File: config.mk
export PLATFORM = sky130hd
export DESIGN_NAME = dac_code_stepper
export DESIGN_NICKNAME = d
export VERILOG_FILES = /design/src/rtl/dac_stepper_pkg.sv /design/src/rtl/dac_code_stepper_key_event.sv /design/src/rtl/dac_code_stepper.sv
export SDC_FILE = /design/constraint.sdc
export NUM_CORES = 1
export LEC_CHECK = 0
export CORE_MARGIN = 2
export CORE_UTILIZATION = 40
export DETAILED_ROUTE_END_ITERATION = 8
export HOLD_SLACK_MARGIN = 0.05
export PLACE_DENSITY = 0.69
export SLEW_MARGIN = 20
export SYNTH_ARGS = -nofsm -noshare
export SYNTH_HDL_FRONTEND = slang
export SYNTH_SLANG_ARGS = --single-unit
File: constraint.sdc
create_clock -name sys_clk -period 2.9 [get_ports sys_clk]
set_clock_uncertainty 0.1 [all_clocks]
set_input_delay 0.58 -clock sys_clk [delete_from_list [all_inputs] [get_ports sys_clk]]
set_output_delay 0.58 -clock sys_clk [all_outputs]
set_load 0.02 [all_outputs]
File: src/rtl/dac_stepper_pkg.sv
// Shared definitions for the DAC code stepper: FSM state encodings,
// channel identifiers and the default code width.
package dac_stepper_pkg;

    localparam int DEFAULT_CODE_WIDTH = 10;

    // Channel select values as seen on dac_ch.
    localparam logic CH_A = 1'b0;
    localparam logic CH_B = 1'b1;

    // Request FSM state encodings.
    typedef logic [1:0] state_t;
    localparam state_t ST_IDLE = 2'd0;
    localparam state_t ST_REQ  = 2'd1;
    localparam state_t ST_GAP  = 2'd2;

endpackage

File: src/rtl/dac_code_stepper_key_event.sv
// Per-key event generator: history register, press-edge detect and,
// when DAC_STEPPER_AUTO_REPEAT_EN is defined, a hold-to-repeat counter.
// Emits a one-cycle pulse per press (or repeat) event.
module key_event #(
    parameter logic        C_KEY_ACTIVE    = 1'b0,
    parameter bit          C_REPEAT_EN     = 1'b1,
    parameter int unsigned C_REPEAT_DELAY  = 50_000_000,
    parameter int unsigned C_REPEAT_PERIOD = 5_000_000
) (
    input  logic clk,
    input  logic rst_n,
    input  logic key_in,
    output logic event_out
);

    logic pressed;
    logic press_ev;
    logic hist_q;
    logic hist_d;

    assign pressed  = (key_in == C_KEY_ACTIVE);
    assign press_ev = pressed & ~hist_q;

    // Next history value: the key's pressed state this cycle.
    always_comb begin
        hist_d = pressed;
    end

    // History starts inactive so a key held through reset yields one press.
    always_ff @(posedge clk or negedge rst_n) begin
        if (!rst_n) begin
            hist_q <= 1'b0;
        end else begin
            hist_q <= hist_d;
        end
    end

`ifdef DAC_STEPPER_AUTO_REPEAT_EN
    // cnt_q counts cycles since the last press/repeat event; rep_q selects
    // whether the initial delay or the repeat period is being timed.
    logic [31:0] cnt_q;
    logic [31:0] cnt_d;
    logic        rep_q;
    logic        rep_d;
    logic        repeat_ev;

    // Repeat timing: restart on press, fire on reaching the active limit.
    always_comb begin
        cnt_d     = cnt_q;
        rep_d     = rep_q;
        repeat_ev = 1'b0;
        if (!C_REPEAT_EN || !pressed) begin
            cnt_d = 32'd0;
            rep_d = 1'b0;
        end else if (press_ev) begin
            cnt_d = 32'd1;
            rep_d = 1'b0;
        end else if (cnt_q == (rep_q ? C_REPEAT_PERIOD : C_REPEAT_DELAY)) begin
            repeat_ev = 1'b1;
            cnt_d     = 32'd1;
            rep_d     = 1'b1;
        end else begin
            cnt_d = cnt_q + 32'd1;
        end
    end

    // Repeat counter state.
    always_ff @(posedge clk or negedge rst_n) begin
        if (!rst_n) begin
            cnt_q <= 32'd0;
            rep_q <= 1'b0;
        end else begin
            cnt_q <= cnt_d;
            rep_q <= rep_d;
        end
    end

    assign event_out = press_ev | repeat_ev;
`else
    assign event_out = press_ev;
`endif

endmodule

File: src/rtl/dac_code_stepper.sv
// Front-panel key to AD5313R code-update request converter.
// Keeps a saturating code per channel and issues updates over a req/ack
// handshake; changes made during a transfer coalesce into one follow-up.
// Optional build macro: DAC_STEPPER_AUTO_REPEAT_EN (hold-to-repeat).
module dac_code_stepper
    import dac_stepper_pkg::*;
#(
    parameter int          C_CODE_WIDTH    = DEFAULT_CODE_WIDTH,
    parameter int          C_STEP          = 1,
    parameter logic        C_KEY_ACTIVE    = 1'b0,
    parameter int          C_INIT_CODE     = 0,
    parameter int unsigned C_REPEAT_DELAY  = 50_000_000,
    parameter int unsigned C_REPEAT_PERIOD = 5_000_000
) (
    input  logic                    sys_clk,
    input  logic                    sys_rst_n,
    input  logic                    key_up_in,
    input  logic                    key_down_in,
    input  logic                    key_ch_in,
    input  logic                    dac_ack,
    output logic                    dac_req,
    output logic                    dac_ch,
    output logic [C_CODE_WIDTH-1:0] dac_code
);

    localparam logic [C_CODE_WIDTH-1:0] STEP = C_CODE_WIDTH'(C_STEP);
    localparam logic [C_CODE_WIDTH-1:0] INIT = C_CODE_WIDTH'(C_INIT_CODE);

    // Add the step in W+1 bits and clamp to full scale on carry-out.
    function automatic logic [C_CODE_WIDTH-1:0] sat_add(input logic [C_CODE_WIDTH-1:0] c);
        logic [C_CODE_WIDTH:0] sum;
        sum = {1'b0, c} + {1'b0, STEP};
        if (sum[C_CODE_WIDTH]) begin
            sat_add = '1;
        end else begin
            sat_add = sum[C_CODE_WIDTH-1:0];
        end
    endfunction

    // Subtract the step, clamping at zero instead of wrapping.
    function automatic logic [C_CODE_WIDTH-1:0] sat_sub(input logic [C_CODE_WIDTH-1:0] c);
        if (c < STEP) begin
            sat_sub = '0;
        end else begin
            sat_sub = c - STEP;
        end
    endfunction

    logic up_ev;
    logic dn_ev;
    logic ch_ev;

    key_event #(
        .C_KEY_ACTIVE    (C_KEY_ACTIVE),
        .C_REPEAT_EN     (1'b1),
        .C_REPEAT_DELAY  (C_REPEAT_DELAY),
        .C_REPEAT_PERIOD (C_REPEAT_PERIOD)
    ) u_key_up (
        .clk       (sys_clk),
        .rst_n     (sys_rst_n),
        .key_in    (key_up_in),
        .event_out (up_ev)
    );

    key_event #(
        .C_KEY_ACTIVE    (C_KEY_ACTIVE),
        .C_REPEAT_EN     (1'b1),
        .C_REPEAT_DELAY  (C_REPEAT_DELAY),
        .C_REPEAT_PERIOD (C_REPEAT_PERIOD)
    ) u_key_down (
        .clk       (sys_clk),
        .rst_n     (sys_rst_n),
        .key_in    (key_down_in),
        .event_out (dn_ev)
    );

    // The channel key never auto-repeats.
    key_event #(
        .C_KEY_ACTIVE    (C_KEY_ACTIVE),
        .C_REPEAT_EN     (1'b0),
        .C_REPEAT_DELAY  (C_REPEAT_DELAY),
        .C_REPEAT_PERIOD (C_REPEAT_PERIOD)
    ) u_key_ch (
        .clk       (sys_clk),
        .rst_n     (sys_rst_n),
        .key_in    (key_ch_in),
        .event_out (ch_ev)
    );

    state_t                  state_q, state_d;
    logic                    pend_q, pend_d;
    logic                    sel_q, sel_d;
    logic [C_CODE_WIDTH-1:0] code_a_q, code_a_d;
    logic [C_CODE_WIDTH-1:0] code_b_q, code_b_d;
    logic                    req_q, req_d;
    logic                    ch_q, ch_d;
    logic [C_CODE_WIDTH-1:0] code_out_q, code_out_d;

    logic [C_CODE_WIDTH-1:0] cur_code;
    logic [C_CODE_WIDTH-1:0] new_code;
    logic                    changed;

    // Apply up/down events to the selected channel's code with saturation.
    // Events always act on the channel selected before this cycle's toggle.
    always_comb begin
        cur_code = (sel_q == CH_B) ? code_b_q : code_a_q;
        new_code = cur_code;
        if (up_ev && !dn_ev) begin
            new_code = sat_add(cur_code);
        end else if (dn_ev && !up_ev) begin
            new_code = sat_sub(cur_code);
        end
        changed  = (new_code != cur_code);
        code_a_d = code_a_q;
        code_b_d = code_b_q;
        if (sel_q == CH_B) begin
            code_b_d = new_code;
        end else begin
            code_a_d = new_code;
        end
        sel_d = sel_q;
        if (ch_ev && (state_q == ST_IDLE) && !pend_q) begin
            sel_d = ~sel_q;
        end
    end

    // Request FSM: issue, wait for ack, one gap cycle, optional follow-up.
    always_comb begin
        state_d    = state_q;
        pend_d     = pend_q;
        req_d      = req_q;
        ch_d       = ch_q;
        code_out_d = code_out_q;
        case (state_q)
            ST_IDLE: begin
                if (changed) begin
                    state_d    = ST_REQ;
                    req_d      = 1'b1;
                    ch_d       = sel_q;
                    code_out_d = new_code;
                end
            end
            ST_REQ: begin
                if (changed) begin
                    pend_d = 1'b1;
                end
                if (dac_ack) begin
                    state_d = ST_GAP;
                    req_d   = 1'b0;
                end
            end
            ST_GAP: begin
                // A change landing in the gap cycle itself is folded into
                // the follow-up so the latest code is always what goes out.
                if (pend_q || changed) begin
                    state_d    = ST_REQ;
                    pend_d     = 1'b0;
                    req_d      = 1'b1;
                    ch_d       = sel_q;
                    code_out_d = new_code;
                end else begin
                    state_d = ST_IDLE;
                end
            end
            default: begin
                state_d = ST_IDLE;
                pend_d  = 1'b0;
                req_d   = 1'b0;
            end
        endcase
    end

    // State and output registers; reset drops any transfer in flight.
    always_ff @(posedge sys_clk or negedge sys_rst_n) begin
        if (!sys_rst_n) begin
            state_q    <= ST_IDLE;
            pend_q     <= 1'b0;
            sel_q      <= CH_A;
            code_a_q   <= INIT;
            code_b_q   <= INIT;
            req_q      <= 1'b0;
            ch_q       <= CH_A;
            code_out_q <= INIT;
        end else begin
            state_q    <= state_d;
            pend_q     <= pend_d;
            sel_q      <= sel_d;
            code_a_q   <= code_a_d;
            code_b_q   <= code_b_d;
            req_q      <= req_d;
            ch_q       <= ch_d;
            code_out_q <= code_out_d;
        end
    end

    assign dac_req  = req_q;
    assign dac_ch   = ch_q;
    assign dac_code = code_out_q;

endmodule

==> impl_metrics.tcl, run 1 <==
set metrics [dict create \
    status "completed" \
    firstDrtPassIters 4 \
    crit_path_end_kind "flop" \
    synth_xor_area_frac 0.0287 \
    overflow 0 \
    drive_gt1_frac 0.357 \
    synth-simple-area-share 0.151 \
    wl_um 5660 \
    yosysSeqAreaShare 0.400 \
    cts_buffers 5 \
    row_count 28 \
    hold_class "in2async" \
    fin_crit_ns 2.83 \
    grt_max_degree 40 \
    synth_edf_count 0 \
    n_fill_cell 498 \
    tns_ns 0 \
    clk_latency_ns 0.29 \
    synth_ff_type "dfrtp_1" \
    yosys.area.top_type "dfrtp_1" \
    peakVddDrop_mv 0.490 \
    syn_avg_cell_area_um2 10.8 \
    cts.sinks 39 \
    crit_path_max_fanout 11 \
    synth.mux.area_fraction 0.215 \
    cts_buffer_depth 2 \
    synth-seq-cells 39 \
    portBuffers 17 \
    max-cap-violations 0 \
    rsz0062_at_grt "true" \
    die_h_um 82.1 \
    slew_viol_final 0 \
    area_growth_pct 28.8 \
    final_common_cell "dfrtp_1" \
    nNetsFinal 290 \
    die_x_um 82.1 \
    synth_top_family_by_area "multiplexers" \
    initial_utilization 0.413 \
    slowest_stage "or4_1" \
    vias 2021 \
    yosys.area_share.adder 0.0102 \
    via_per_inst 5.65 \
    tightestPinTransition_ns 0.882 \
    htree_levels 2 \
    num_io_pins 18 \
    grt_pass1_vias 1934 \
    synth_warnings 0 \
    synth_nets 234 \
    setup_viol 0 \
    cp-start-kind "flop" \
    p_leak_nw 1.30 \
    num_antenna_cells 0 \
    dp.cells 347 \
    die_area_mm2 0.00675 \
    core_area_mm2 0.00592 \
    timing.final.crit_share 0.975 \
    fmax_mhz 354 \
    drt_iter0_markers 250 \
    fin_cells 358 \
    async_flop_share 1.00 \
    grt_usage 0.185 \
    synth_area_mm2 0.00244 \
    wl_per_cell_um 15.8 \
    place.gp.congestion 0.928 \
    mostFrequentLayoutCells "dfrtp_1 (38), buf_4 (33), mux2_2 (22), clkdlybuf4s50_1 (16), nand2_1 (15)" \
    synthCells 226 \
    cp.arrival_ns 2.91 \
    critPathKind "reg2reg" \
    hold_viol_final 0 \
    max_stage_delay_ns 0.56 \
    cp_cell_sequence "buf_12 > or4_1 > a21o_4 > nor4_2 > a221o_1 > a31oi_4 > buf_6 > mux2_4" \
    synthDominantCellAreaShare 0.400 \
    cts-root-buf "clkbuf_8" \
    tritoncts "done" \
    setup_ws_ns 0.0728 \
    place_ws_ns -0.105 \
    drcViolationCount 0 \
    p_total_mw 3.72 \
    synth_top_cells_by_area "dfrtp_1 (40%), mux2_2 (10%), mux2_4 (5.5%)" \
    synth_compound_area_frac 0.159 \
    slew_headroom 0.412 \
    required_ns 2.98 \
    hold_ws_ns 0.302 \
    antenna_found_initial 0 \
    pwr_density_cell_mw_per_mm2 1180 \
    synthDistinctLibCells 62 \
    ant_nets 0 \
    dpl.hpwl_um 4250 \
    clkTransAtPathRegs_ns 0.08 \
    grt_first_pass_wirelength_um 9500 \
]
## per-layer routing
layer	wire, um	GRT usage
met5	0	0
met4	183	0.0783
met3	321	0.0337
met2	2640	0.287
met1	2520	0.254
## cells by family (layout without fill, tap and decap cells)
| kind of cell | Yosys count | count (layout) |
|---|---|---|
| compound gates | 51 | 51 |
| xor+xnor | 8 | 8 |
| fa+ha+maj | 2 | 2 |
| buf+inv | 15 | 72 |
| flops | 39 | 39 |
| mux | 43 | 43 |
| simple gates | 68 | 68 |
## critical path, delay by kind of cell, from the launching register on
family / cells / cell delay (ns)
and+or+nand+nor: 2 / 0.81
AOI/OAI and AO/OA: 3 / 0.66
DFF: 1 / 0.51
buffers and inverters: 2 / 0.34
muxes: 1 / 0.29
## layout make-up
cell class | count | area (um^2) | share of cell area
inverter | 8 | 30.0 | 0.00954
tap | 75 | 93.8 | 0.0298
sequential | 39 | 977 | 0.311
timing repair buffer | 56 | 498 | 0.158
clock buffer | 6 | 72.6 | 0.0231
multi-input combinational | 172 | 1460 | 0.465
clock inverter | 2 | 12.5 | 0.00398
## synth_stat cells, types with 3 or more instances
cell type,count
xnor2_1,5
nor3b_1,3
nand2_1,15
mux2_4,9
o21a_1,4
dfrtp_1,39
nor3_1,12
mux2_2,22
mux2i_1,7
or4_1,3
inv_1,7
xor2_1,3
nand3_1,7
o21ai_0,11
nor2_1,12
a21oi_1,8
## sequential cells by signal, summed over array words and instances (netlist names)
signal,cells
u_key_ch.hist_q,1
u_key_down.hist_q,1
state_q,2
code_a_q,10
u_key_up.hist_q,1
dac_code,10
sel_q,1
dac_req,1
code_b_q,10
pend_q,1
dac_ch,1
## power breakdown
| group | switching [mW] | internal (mW) | leakage [nW] |
|---|---|---|---|
| clock network | 0.194 | 0.168 | 0.0412 |
| logic | 1.07 | 1.23 | 0.800 |
| registers | 0.261 | 0.798 | 0.462 |
| total | 1.52 | 2.20 | 1.30 |
## stage by stage
step	utilization	area (um^2)
global placement	0.502	2970
detailed placement	0.502	2970
finish	0.531	3150
floorplan	-	2470
CTS	0.518	3060
global route	0.531	3150
## worst paths after layout
path                                  start     endpoint  slack, ns  depth (start not counted)
worst max-delay path                  sel_q  dac_code[3]       0.07                          8
worst min-delay path              sys_rst_n  dac_code[3]       0.30                          1
worst max register to register        sel_q  dac_code[3]       0.07                          8
worst min register to register  dac_code[0]  dac_code[0]       0.41                          1
max in group asynchronous         sys_rst_n        sel_q       1.80                          1
min in group sys_clk            dac_code[0]  dac_code[0]       0.41                          1
## timing repair
item | CTS | global route
buffers inserted | 1 | 2
setup endpoints to repair | 5 | 23
pin swaps | 0 | 6
hold buffers | 0 | 0
gates resized for setup | 0 | 15
Power figures use the tool's default switching activity.
==> inputs of run 2 (changes only) <==
--- a/config.mk
+++ b/config.mk
@@ -5,6 +5,7 @@
 export SDC_FILE = /design/constraint.sdc
 export NUM_CORES = 1
 export LEC_CHECK = 0
+export CAP_MARGIN = 20
 export CORE_MARGIN = 2
 export CORE_UTILIZATION = 40
 export DETAILED_ROUTE_END_ITERATION = 8
==> results of run 2 <==
The final DEF is identical to that of run 1; final timing and power are the same.
==> inputs of run 3 (changes only) <==
--- a/config.mk
+++ b/config.mk
@@ -5,12 +5,14 @@
 export SDC_FILE = /design/constraint.sdc
 export NUM_CORES = 1
 export LEC_CHECK = 0
+export ABC_AREA = 1
 export CAP_MARGIN = 20
 export CORE_MARGIN = 2
 export CORE_UTILIZATION = 40
 export DETAILED_ROUTE_END_ITERATION = 8
+export DONT_BUFFER_PORTS = 1
 export HOLD_SLACK_MARGIN = 0.05
-export PLACE_DENSITY = 0.69
+export PLACE_DENSITY = 0.65
 export SLEW_MARGIN = 20
 export SYNTH_ARGS = -nofsm -noshare
 export SYNTH_HDL_FRONTEND = slang
==> impl_metrics.tcl, run 3 <==
set metrics [dict create \
    hold_viol_final 0 \
    die_h_um 79.8 \
    synthDistinctLibCells 31 \
    grt_pass1_vias 1811 \
    ant_nets 0 \
    n_fill_cell 563 \
    tritoncts "done" \
    cp_cell_sequence "inv_2 > nand2_1 > nand2_1 > ha_1 > nand2_2 > nor2_4 > nand3_4 > nand2_2 > nand3_1 > nand2_1 > inv_2 > nand3_2 > nand3_2 > nand2_2 > o21ai_2" \
    die_x_um 79.8 \
    die_area_mm2 0.00637 \
    place_ws_ns 0.196 \
    p_int_mw 1.69 \
    synth_ff_type "dfrtp_1" \
    synthDominantCellAreaShare 0.424 \
    cts_buffer_depth 2 \
    area_growth_pct 11.3 \
    synth_warnings 0 \
    synth_nets 303 \
    cp.arrival_ns 2.72 \
    dp.cells 362 \
    final_common_cell "nand2_1" \
    wl_um 4910 \
    num_io_pins 18 \
    timing.final.crit_share 0.915 \
    cts_buffers 5 \
    initial_utilization 0.415 \
    dpl.hpwl_um 3480 \
    place.gp.congestion 0.924 \
    drcViolationCount 0 \
    synth-seq-cells 39 \
    clkPwrFrac 0.161 \
    core_area_mm2 0.00554 \
    crit_path_end_kind "flop" \
    async_flop_share 1.00 \
    seq_area_um2 977 \
    max-cap-violations 0 \
    slowest_stage "dfrtp_2" \
    fin_crit_ns 2.65 \
    ys_top_cells_by_count "nand2_1 (75), dfrtp_1 (39), inv_1 (30), o21ai_0 (28), nor2_1 (19)" \
    setup_viol 0 \
    yosysSeqAreaShare 0.424 \
    syn_avg_cell_area_um2 7.80 \
    clkTransAtPathRegs_ns 0.08 \
    required_ns 2.97 \
    htree_levels 2 \
    crit_path_max_fanout 8 \
    synth.most_common_cell "nand2_1" \
    slew_headroom 0.717 \
    firstDrtPassIters 4 \
    via_per_inst 4.95 \
    peakVddDrop_mv 0.596 \
    grt_usage 0.165 \
    pwr-share-seq 0.321 \
    drt_iter0_markers 129 \
    antenna_found_initial 0 \
    yosys.area.top_type "dfrtp_1" \
    max_stage_delay_ns 0.47 \
    combPwrFrac 0.518 \
    fin_cells 374 \
    sw_frac_of_total 0.485 \
    rsz0062_at_grt "true" \
    synth_edf_count 0 \
    synth_top_cells_by_area "dfrtp_1 (42%), nand2_1 (12%), o21ai_0 (6.1%)" \
    nNetsFinal 309 \
    p_total_mw 3.29 \
    wl_per_cell_um 13.1 \
    row_count 27 \
    power.switching_mw 1.59 \
    grt_max_degree 40 \
    cts-root-buf "clkbuf_8" \
    cts.sinks 39 \
    cp_num_buf_inv 2 \
    multiInputGateArea_mm2 0.00116 \
    num_antenna_cells 0 \
    drive_gt1_frac 0.215 \
    synth_area_mm2 0.00230 \
    setup_ws_ns 0.247 \
    mostFrequentLayoutCells "nand2_1 (75), dfrtp_1 (38), inv_1 (30), o21ai_0 (28), nor2_1 (18)" \
    status "completed" \
    synthCells 295 \
    grt_first_pass_wirelength_um 8340 \
    portBuffers 0 \
    slew_viol_final 0 \
    clk_latency_ns 0.29 \
    fmax_mhz 377 \
    pwr_density_cell_mw_per_mm2 1280 \
    p_leak_nw 1.22 \
    hold_class "in2reg" \
    cp_top_family "simple AND/OR/NAND/NOR gates" \
    cp-start-kind "flop" \
    overflow 0 \
    tightestPinTransition_ns 0.420 \
    vias 1853 \
    final_util 0.462 \
    critPathKind "reg2reg" \
]
[run 3: cell types whose count changed in the layout (fill, tap and decap cells not counted), moves of 7 or more]
cell | previous run | this run
nor2_1 | 11 | 18
mux2i_1 | 7 | 0
mux2_4 | 9 | 0
nand3_1 | 7 | 14
mux2_2 | 22 | 0
nand2_2 | 0 | 17
inv_1 | 6 | 30
nand2_1 | 15 | 75
o21ai_0 | 11 | 28
buf_4 | 33 | 3
o21ai_2 | 1 | 16
clkdlybuf4s50_1 | 16 | 0
nor3_1 | 11 | 3
[run 3: final timing paths]
kind                             start           endpoint  slack (ns)  cells after the start
min                        key_down_in  u_key_down.hist_q        0.25                      1
max                              sel_q        dac_code[0]        0.25                     15
max reg2reg                      sel_q        dac_code[0]        0.25                     15
min in group asynchronous    sys_rst_n        code_b_q[9]        0.66                      2
max in group asynchronous    sys_rst_n              sel_q        1.82                      2
min reg2reg                 state_q[1]             pend_q        0.38                      1
[run 3: final cells by class]
type | instances | share of cell area
flip-flops and latches | 39 | 0.382
inverters | 37 | 0.0543
clock inverters | 2 | 0.0235
well taps | 72 | 0.0352
clock buffers | 6 | 0.0283
repair buffers | 6 | 0.0249
multi-input cells | 212 | 0.452
[run 3: power by group through the flow]
stage / Combinational [mW] / Clock [mW] / Sequential [mW]
6_report: 1.70 / 0.530 / 1.06
4_1_cts: 1.65 / 0.539 / 1.06
3_5_place_dp: 1.62 / 0 / 1.06
3_3_place_gp: 1.60 / 0 / 1.06
2_1_floorplan: 1.39 / 0 / 1.02
5_1_grt: 1.96 / 0.559 / 1.09
[run 3: per-stage QoR]
step                      hold WS (ns)  area [um^2]  TNS (ns)
after floorplan                  0.184         2300         0
after global placement           0.186         2360         0
after detailed placement         0.185         2360         0
after CTS                        0.241         2520         0
after global routing             0.237         2560   -0.0106
final                            0.249         2560         0
[run 3: logic make-up after synthesis]
group,after synthesis,share of synthesized area
buf+inv,46,0.0854
xor+xnor,6,0.0229
fa+ha+maj,2,0.0109
simple gates,142,0.293
flops,39,0.424
compound gates,60,0.163
[run 3: repair_timing]
action                                  4_1_cts  5_1_grt
gates resized for setup                       0        4
setup buffers                                 0        0
hold buffers                                  2        0
hold endpoints to repair                     39        0
endpoints found under the setup margin        0       14
[run 3: worst reg2reg max path, delay by kind of cell (launching register included)]
kind / cells / cell delay (ns)
AND/OR/NAND/NOR: 11 / 1.52
adder cells (fa/ha/maj): 1 / 0.22
AO/OA/AOI/OAI: 1 / 0.05
flip-flops: 1 / 0.47
buffers and inverters: 2 / 0.19
[run 3: layer usage]
layer	share of wire	track usage
met5	0	0
met4	0.0067	0.0305
met3	0.028	0.0362
met2	0.46	0.275
met1	0.51	0.222
